--- src/rtl/alu_issue_queue.sv ---
//------------------------------------------------------------------------------
// Module   : alu_issue_queue
// Purpose  : FIFO of ALU requests feeding a downstream combinational ALU, with
//            a registered, back-pressurable result stage.
// Revision : 1.0 - initial release
//------------------------------------------------------------------------------
`default_nettype none

module alu_issue_queue #(
  parameter int DEPTH = 4,
  parameter int TAG_W = 4
) (
  input  logic                     clk,
  input  logic                     rst,
  input  logic                     in_valid,
  output logic                     in_ready,
  input  logic [31:0]              in_a,
  input  logic [31:0]              in_b,
  input  logic [2:0]               in_opcode,
  input  logic [TAG_W-1:0]         in_tag,
  output logic [31:0]              alu_a,
  output logic [31:0]              alu_b,
  output logic [2:0]               alu_opcode,
  input  logic [31:0]              alu_result,
  output logic                     out_valid,
  input  logic                     out_ready,
  output logic [31:0]              out_result,
  output logic [TAG_W-1:0]         out_tag,
  output logic [$clog2(DEPTH):0]   count
);

  localparam int             PW   = $clog2(DEPTH);
  localparam int             CW   = PW + 1;
  localparam logic [CW-1:0]  FULL = CW'(DEPTH);

  logic [31:0]      r_mem_a   [DEPTH];
  logic [31:0]      r_mem_b   [DEPTH];
  logic [2:0]       r_mem_op  [DEPTH];
  logic [TAG_W-1:0] r_mem_tag [DEPTH];

  logic [PW-1:0]    r_wr_ptr;
  logic [PW-1:0]    r_rd_ptr;
  logic [CW-1:0]    r_count;
  logic             r_out_valid;
  logic [31:0]      r_out_result;
  logic [TAG_W-1:0] r_out_tag;

  logic w_not_empty;
  logic w_push;
  logic w_issue;

  assign w_not_empty = (r_count != '0);
  // Readiness depends only on occupancy, so a same-cycle pop never frees a slot early.
  assign in_ready    = (r_count < FULL);
  assign w_push      = in_valid && in_ready;
  assign w_issue     = w_not_empty && (!r_out_valid || out_ready);

  assign alu_a      = w_not_empty ? r_mem_a[r_rd_ptr]  : 32'd0;
  assign alu_b      = w_not_empty ? r_mem_b[r_rd_ptr]  : 32'd0;
  assign alu_opcode = w_not_empty ? r_mem_op[r_rd_ptr] : 3'b000;

  assign out_valid  = r_out_valid;
  assign out_result = r_out_result;
  assign out_tag    = r_out_tag;
  assign count      = r_count;

  always_ff @(posedge clk) begin
    if (w_push) begin
      r_mem_a[r_wr_ptr]   <= in_a;
      r_mem_b[r_wr_ptr]   <= in_b;
      r_mem_op[r_wr_ptr]  <= in_opcode;
      r_mem_tag[r_wr_ptr] <= in_tag;
    end
  end

  always_ff @(posedge clk or posedge rst) begin
    if (rst) begin
      r_wr_ptr     <= '0;
      r_rd_ptr     <= '0;
      r_count      <= '0;
      r_out_valid  <= 1'b0;
      r_out_result <= 32'd0;
      r_out_tag    <= '0;
    end else begin
      if (w_push) begin
        r_wr_ptr <= r_wr_ptr + PW'(1);
      end
      if (w_issue) begin
        r_rd_ptr     <= r_rd_ptr + PW'(1);
        r_out_valid  <= 1'b1;
        r_out_result <= alu_result;
        r_out_tag    <= r_mem_tag[r_rd_ptr];
      end else if (r_out_valid && out_ready) begin
        r_out_valid <= 1'b0;
      end
      r_count <= r_count + CW'(w_push) - CW'(w_issue);
    end
  end

endmodule

`default_nettype wire

--- config.mk ---
export PLATFORM = sky130hd
export DESIGN_NAME = alu_issue_queue
export DESIGN_NICKNAME = d
export VERILOG_FILES = /design/src/rtl/alu_issue_queue.sv
export SDC_FILE = /design/constraint.sdc
export NUM_CORES = 1
export LEC_CHECK = 0
export CAP_MARGIN = 20
export CORE_ASPECT_RATIO = 1.4
export CORE_UTILIZATION = 53
export DETAILED_ROUTE_END_ITERATION = 6
export GPL_ROUTABILITY_DRIVEN = 0
export PLACE_DENSITY = 0.8
export SYNTH_ARGS = -nofsm -noshare
export SYNTH_HDL_FRONTEND = slang
export SYNTH_SLANG_ARGS = --single-unit
--- constraint.sdc ---
create_clock -name clk -period 3.45 [get_ports clk]
set_input_delay 0.5175 -clock clk [delete_from_list [all_inputs] [get_ports clk]]
set_output_delay 0.5175 -clock clk [all_outputs]
set_load 0.05 [all_outputs]
# == Word level (Yosys, flattened, before mapping) ==
# Memory sizes are Yosys's and may differ from the RTL's. A register that Yosys moved wholly into a read port is not among the register bits.
# Index checks and enable logic that the tools add are counted.
# totals
register_bits,40
mem_bits_rw,284
in_bits,107
out_inout_bits,108
word_cells,28
mem_count,4
# classes
add_sub_neg,4
n_lt_le_gt_ge,1
n_mux,7
reduce_logical,7
# memory_table
name,words,width,read_ports,rd_ports_with_merged_regs,write_ports,line,source
r_mem_a,4,32,1,0,1,36,logic [31:0] r_mem_a [DEPTH];
r_mem_b,4,32,1,0,1,37,logic [31:0] r_mem_b [DEPTH];
r_mem_tag,4,4,1,1,1,39,logic [TAG_W-1:0] r_mem_tag [DEPTH];
r_mem_op,4,3,1,0,1,38,logic [2:0] r_mem_op [DEPTH];
# op_table
op,count
$mux 32,2
$add 2x1->2 const B,2
$mux 1,4
$add 3x1->3,1
$logic_and 1x1->1,3
$lt 3x3->1 const B,1
$mux 3,1
$reduce_bool 3->1,1
$sub 3x1->3,1
$reduce_bool 2->1,1
$logic_not 1->1,1
$logic_or 1x1->1,1

# == Depth between registers and ports, before layout ==
# depth
ltp_word,4
ltp_mapped,10

# == Least setup slack after synthesis ==
# No wires, ideal clock.
# synth_timing
path_kind,register -> register
start,register r_count[2] (netlist: count[2])
end,"memory r_mem_a[0][0], enable pin"
setup_ns,0.437
arrival_time_ns,2.693
required_time_ns,3.013
slack_ns,0.320
path_stages_with_launch,4
cell_sequence,dfrtp_1 -> nor2b_1 -> clkbuf_1 -> and2_1
# synth_via
elab_chain_cells,4
# synth_lines
element,line,source
from (decl),43,logic [CW-1:0] r_count;
from (signal assigned),96,r_count <= r_count + CW'(w_push) - CW'(w_issue);
$lt 3x3->1,54,assign in_ready = (r_count < FULL);
$logic_and 1x1->1,55,assign w_push = in_valid && in_ready;
$mux 1,68,if (w_push) begin
$mux 1 (not written as such),69,r_mem_a[r_wr_ptr] <= in_a;
to (decl),36,
# No other way between the ends.

# == Worst setup path after layout ==
# layout_timing
start,register r_rd_ptr[1]
end,output alu_a[11]
# layout_via
elab_chain_cells,2
# layout_lines
element,line,source
from (decl),42,logic [PW-1:0] r_rd_ptr;
from (signal assigned),89,r_rd_ptr <= r_rd_ptr + PW'(1);
$mem_v2 4x32,--,
$mux 32,58,assign alu_a = w_not_empty ? r_mem_a[r_rd_ptr] : 32'd0;
to (decl),21,"output logic [31:0] alu_a,"
# No other way between the ends.

==> impl_metrics.yaml <==
routing:
  via_count: 6177
  drt-initial-drc-count: 294
  count_of_tritonroute_iterations_in_the_first_routing_pass: 5
  drt.antenna.violating_nets: 0
  drc: 0
  routedWlPerCell_um: 21.7
  route.final.wire_length_mm: 24.5
  route.detailed.vias_per_inst: 5.46
synth:
  synthFlopType: "edfxtp_1"
  syn_area_sq_um: 12600
  ys.warnings.count: 0
  yosysMostFrequentCell: "edfxtp_1"
  yosysTopAreaCellShare_pct: 67.9
  synth_cells: 562
  ys_top_cells_by_area: "edfxtp_1 68%, mux4_2 12%, dfrtp_1 8.8%"
  ys_seq_elements: 328
  synth-seq-area-share_pct: 76.7
  netlist.top_cell.by_area: "edfxtp_1"
  synth.top_cells.by_count: "284 x edfxtp_1, 69 x nor2b_1, 67 x mux4_2"
  asyncSetResetFlopFracSynth_pct: 13.4
  post_synth_num_cell_types: 22
  syn-num-nets: 676
  postSynthAreaPerCell_sq_um: 22.3
  synth_edf_count: 284
clock_network:
  cts_tree: "built"
  buffers_inserted_by_post_cts_timing_repair: 0
  cts_hold_buf: 0
  cts_buffer_depth: 3
  numClockSinks: 328
  cts_resized: 1
  clk_root_buffer_cell: "clkbuf_16"
  clock_transition_at_the_registers_of_the_reported_paths_ns: 0.06
  clk-insertion-delay-late_ns: 0.54
  cts_buffers: 30
  htree_num_levels: 1
power_and_ir_drop:
  internal_power_w: 0.00983
  ir_drop_mv: 0.660
  switching_share_pct: 38.9
  combPwrFrac_pct: 46.7
  power_frac_clock_pct: 19.8
  leakagePower_nw: 5.56
  total_switching_power_w: 0.00626
  p_per_area_nw_per_um2: 994
  power.sequential.fraction_pct: 33.5
die:
  ios: 215
  core-area_sq_um: 23200
  fp-row-count: 66
  design.die.area_sq_um: 24300
  chipWidth_um: 132
  die-height_um: 184
  starting_density_of_the_core_pct: 54.1
worst_setup_path:
  critical_path_required_ns: 2.93
  crit_path_end_kind: "output pin"
  critPathArrivalTime_ns: 2.83
  timing_worst_setup_path_type: "flop to output pin"
  cp_slowest_cell: "clkdlybuf4s50_1"
  critPathLaunchType: "flop"
  critical-path-max-stage-delay_ns: 0.84
  worstPathCellList: "buf_12 -> mux4_2 -> nor2b_1 -> clkdlybuf4s50_1"
  crit_fanout: 30
  critical_path_buf_inv_count: 2
  worst_path_dominant_cell_family: "buffers and inverters"
timing:
  timing.final.hold_violations: 0
  setup_viol: 0
  rsz_0062_raised_after_global_routing: "no"
  fin_worst_skew_ns: 0.0112
  final.period_utilization_pct: 97.1
  slew_viol_final: 0
  worstMarginPinSlew_ns: 0.689
  post-route-min-period_ns: 3.35
  worst_slew_margin_rel_pct: 53.9
  fmax_ghz: 0.299
  fin_tns_setup_ns: 0
worst_hold_path:
  worst_hold_path_type: "input port to async pin"
place:
  placement.io_buffers: 214
  hpwl_reported_at_the_end_of_detailed_placement_mm: 15.8
final_layout:
  post-route-util_pct: 69.7
  number_of_fill_cells: 1450
  drive_above_1_share_pct: 22.2
  fin_nets: 916
  antennaDiodeCount: 0
  areaGrowthSynthToFinish_pct: 28.9
global_routing:
  first_global_vias: 6736
  use_met1_pct: 24.8
  grt.overflow.total: 0
  global_route.peak_usage_layer: "met2"
  first_pass_grt_wire_length_mm: 38.0
  grt_max_degree: 45
  grt_util_all_layers_pct: 20.6
  met2_usage_pct: 37.8
  use_met3_pct: 4.35
  grt_antenna_before_repair: 0
status:
  outcome: "finished, final reports clean"
run:
  max_cap_violations: 0
-- logic make-up (layout without fill, tap and decap cells) --
group                      after synthesis  count (layout)  synth area share (%)
buffers and inverters                   36             299                  1.60
adders and majority gates                7               7                 0.757
and+or+nand+nor                         78              78                  3.94
muxes                                  107             107                  16.6
xor gates and xnor gates                 5               5                 0.349
AOI/OAI and AO/OA                        1               1                0.0398
DFF                                    328             328                  76.7
-- metal layers --
layer  vias to the layer above  routed length (um)  part of all wire, %
li1                       2720                   -                    -
met1                      3218                9520                   39
met2                       210               13100                   53
met3                        29                1500                  6.1
met4                         0                 411                  1.7
met5                         -                   0                    0
-- area by class of cell --
type                            count  area (sq um)  area share [%]
Sequential cell                   328          9640            59.6
Multi-Input combinational cell    198          2740            17.0
Timing Repair Buffer              236          2430            15.0
Clock buffer                       34           787            4.86
Tap cell                          306           383            2.37
Clock inverter                     21           173            1.07
Inverter                            8          30.0           0.186
-- state kept, by name (all words and copies together), names as in the netlist --
register    flops
count           3
out_result     32
r_mem_tag      16
r_mem_a       128
out_tag         4
out_valid       1
r_rd_ptr        2
r_mem_op       12
r_wr_ptr        2
r_mem_b       128
-- cells in the final DEF (no fill, tap or decap), types with 2 or more instances in the layout --
cell             instances
mux4_2                  67
buf_12                   9
clkbuf_1                 3
dfrtp_4                  2
clkbuf_16               31
mux4_1                   4
nor2b_1                 68
inv_1                    8
buf_4                   17
dfrtp_1                 42
nand2_1                  2
and2_4                   4
mux2_4                  18
ha_1                     6
clkdlybuf4s50_1        208
clkinv_1                 8
xnor2_1                  4
mux2_2                  18
bufinv_16                3
clkinv_2                 9
edfxtp_1               284
-- power by group through the flow --
stage	sequential (W)	combinational (W)	clock, W
floorplan	0.00604	0.00453	0
global placement	0.00541	0.00748	0
detailed placement	0.00547	0.00757	0
CTS	0.00540	0.00761	0.00326
global route	0.00545	0.00786	0.00341
finish	0.00539	0.00751	0.00319
-- path summary, 6_finish.rpt --
path | from | end | slack, ns | depth (start not counted)
max | r_rd_ptr[1] | alu_a[11] | 0.10 | 4
min | rst | out_result[3] | 0.28 | 2
max reg2reg | count[2] | count[2] | 0.76 | 9
min reg2reg | out_result[24] | out_result[24] | 0.50 | 1
max in group asynchronous | rst | out_result[14] | 2.61 | 3
min in group clk | out_result[24] | out_result[24] | 0.50 | 1
-- per-stage QoR --
step           setup WS [ns]  cell area, sq um  total power [W]  hold slack [ns]  cells
2_1_floorplan          0.320             12600           0.0106            0.580    562
3_3_place_gp           0.575             15200           0.0129            0.488   1075
3_5_place_dp           0.541             15200           0.0130            0.493   1075
4_1_cts               0.0721             16200           0.0163            0.509   1130
5_1_grt               0.0159             16200           0.0167            0.282   1131
6_report               0.102             16200           0.0161            0.280   1131
(Power assumes the default switching activity.)
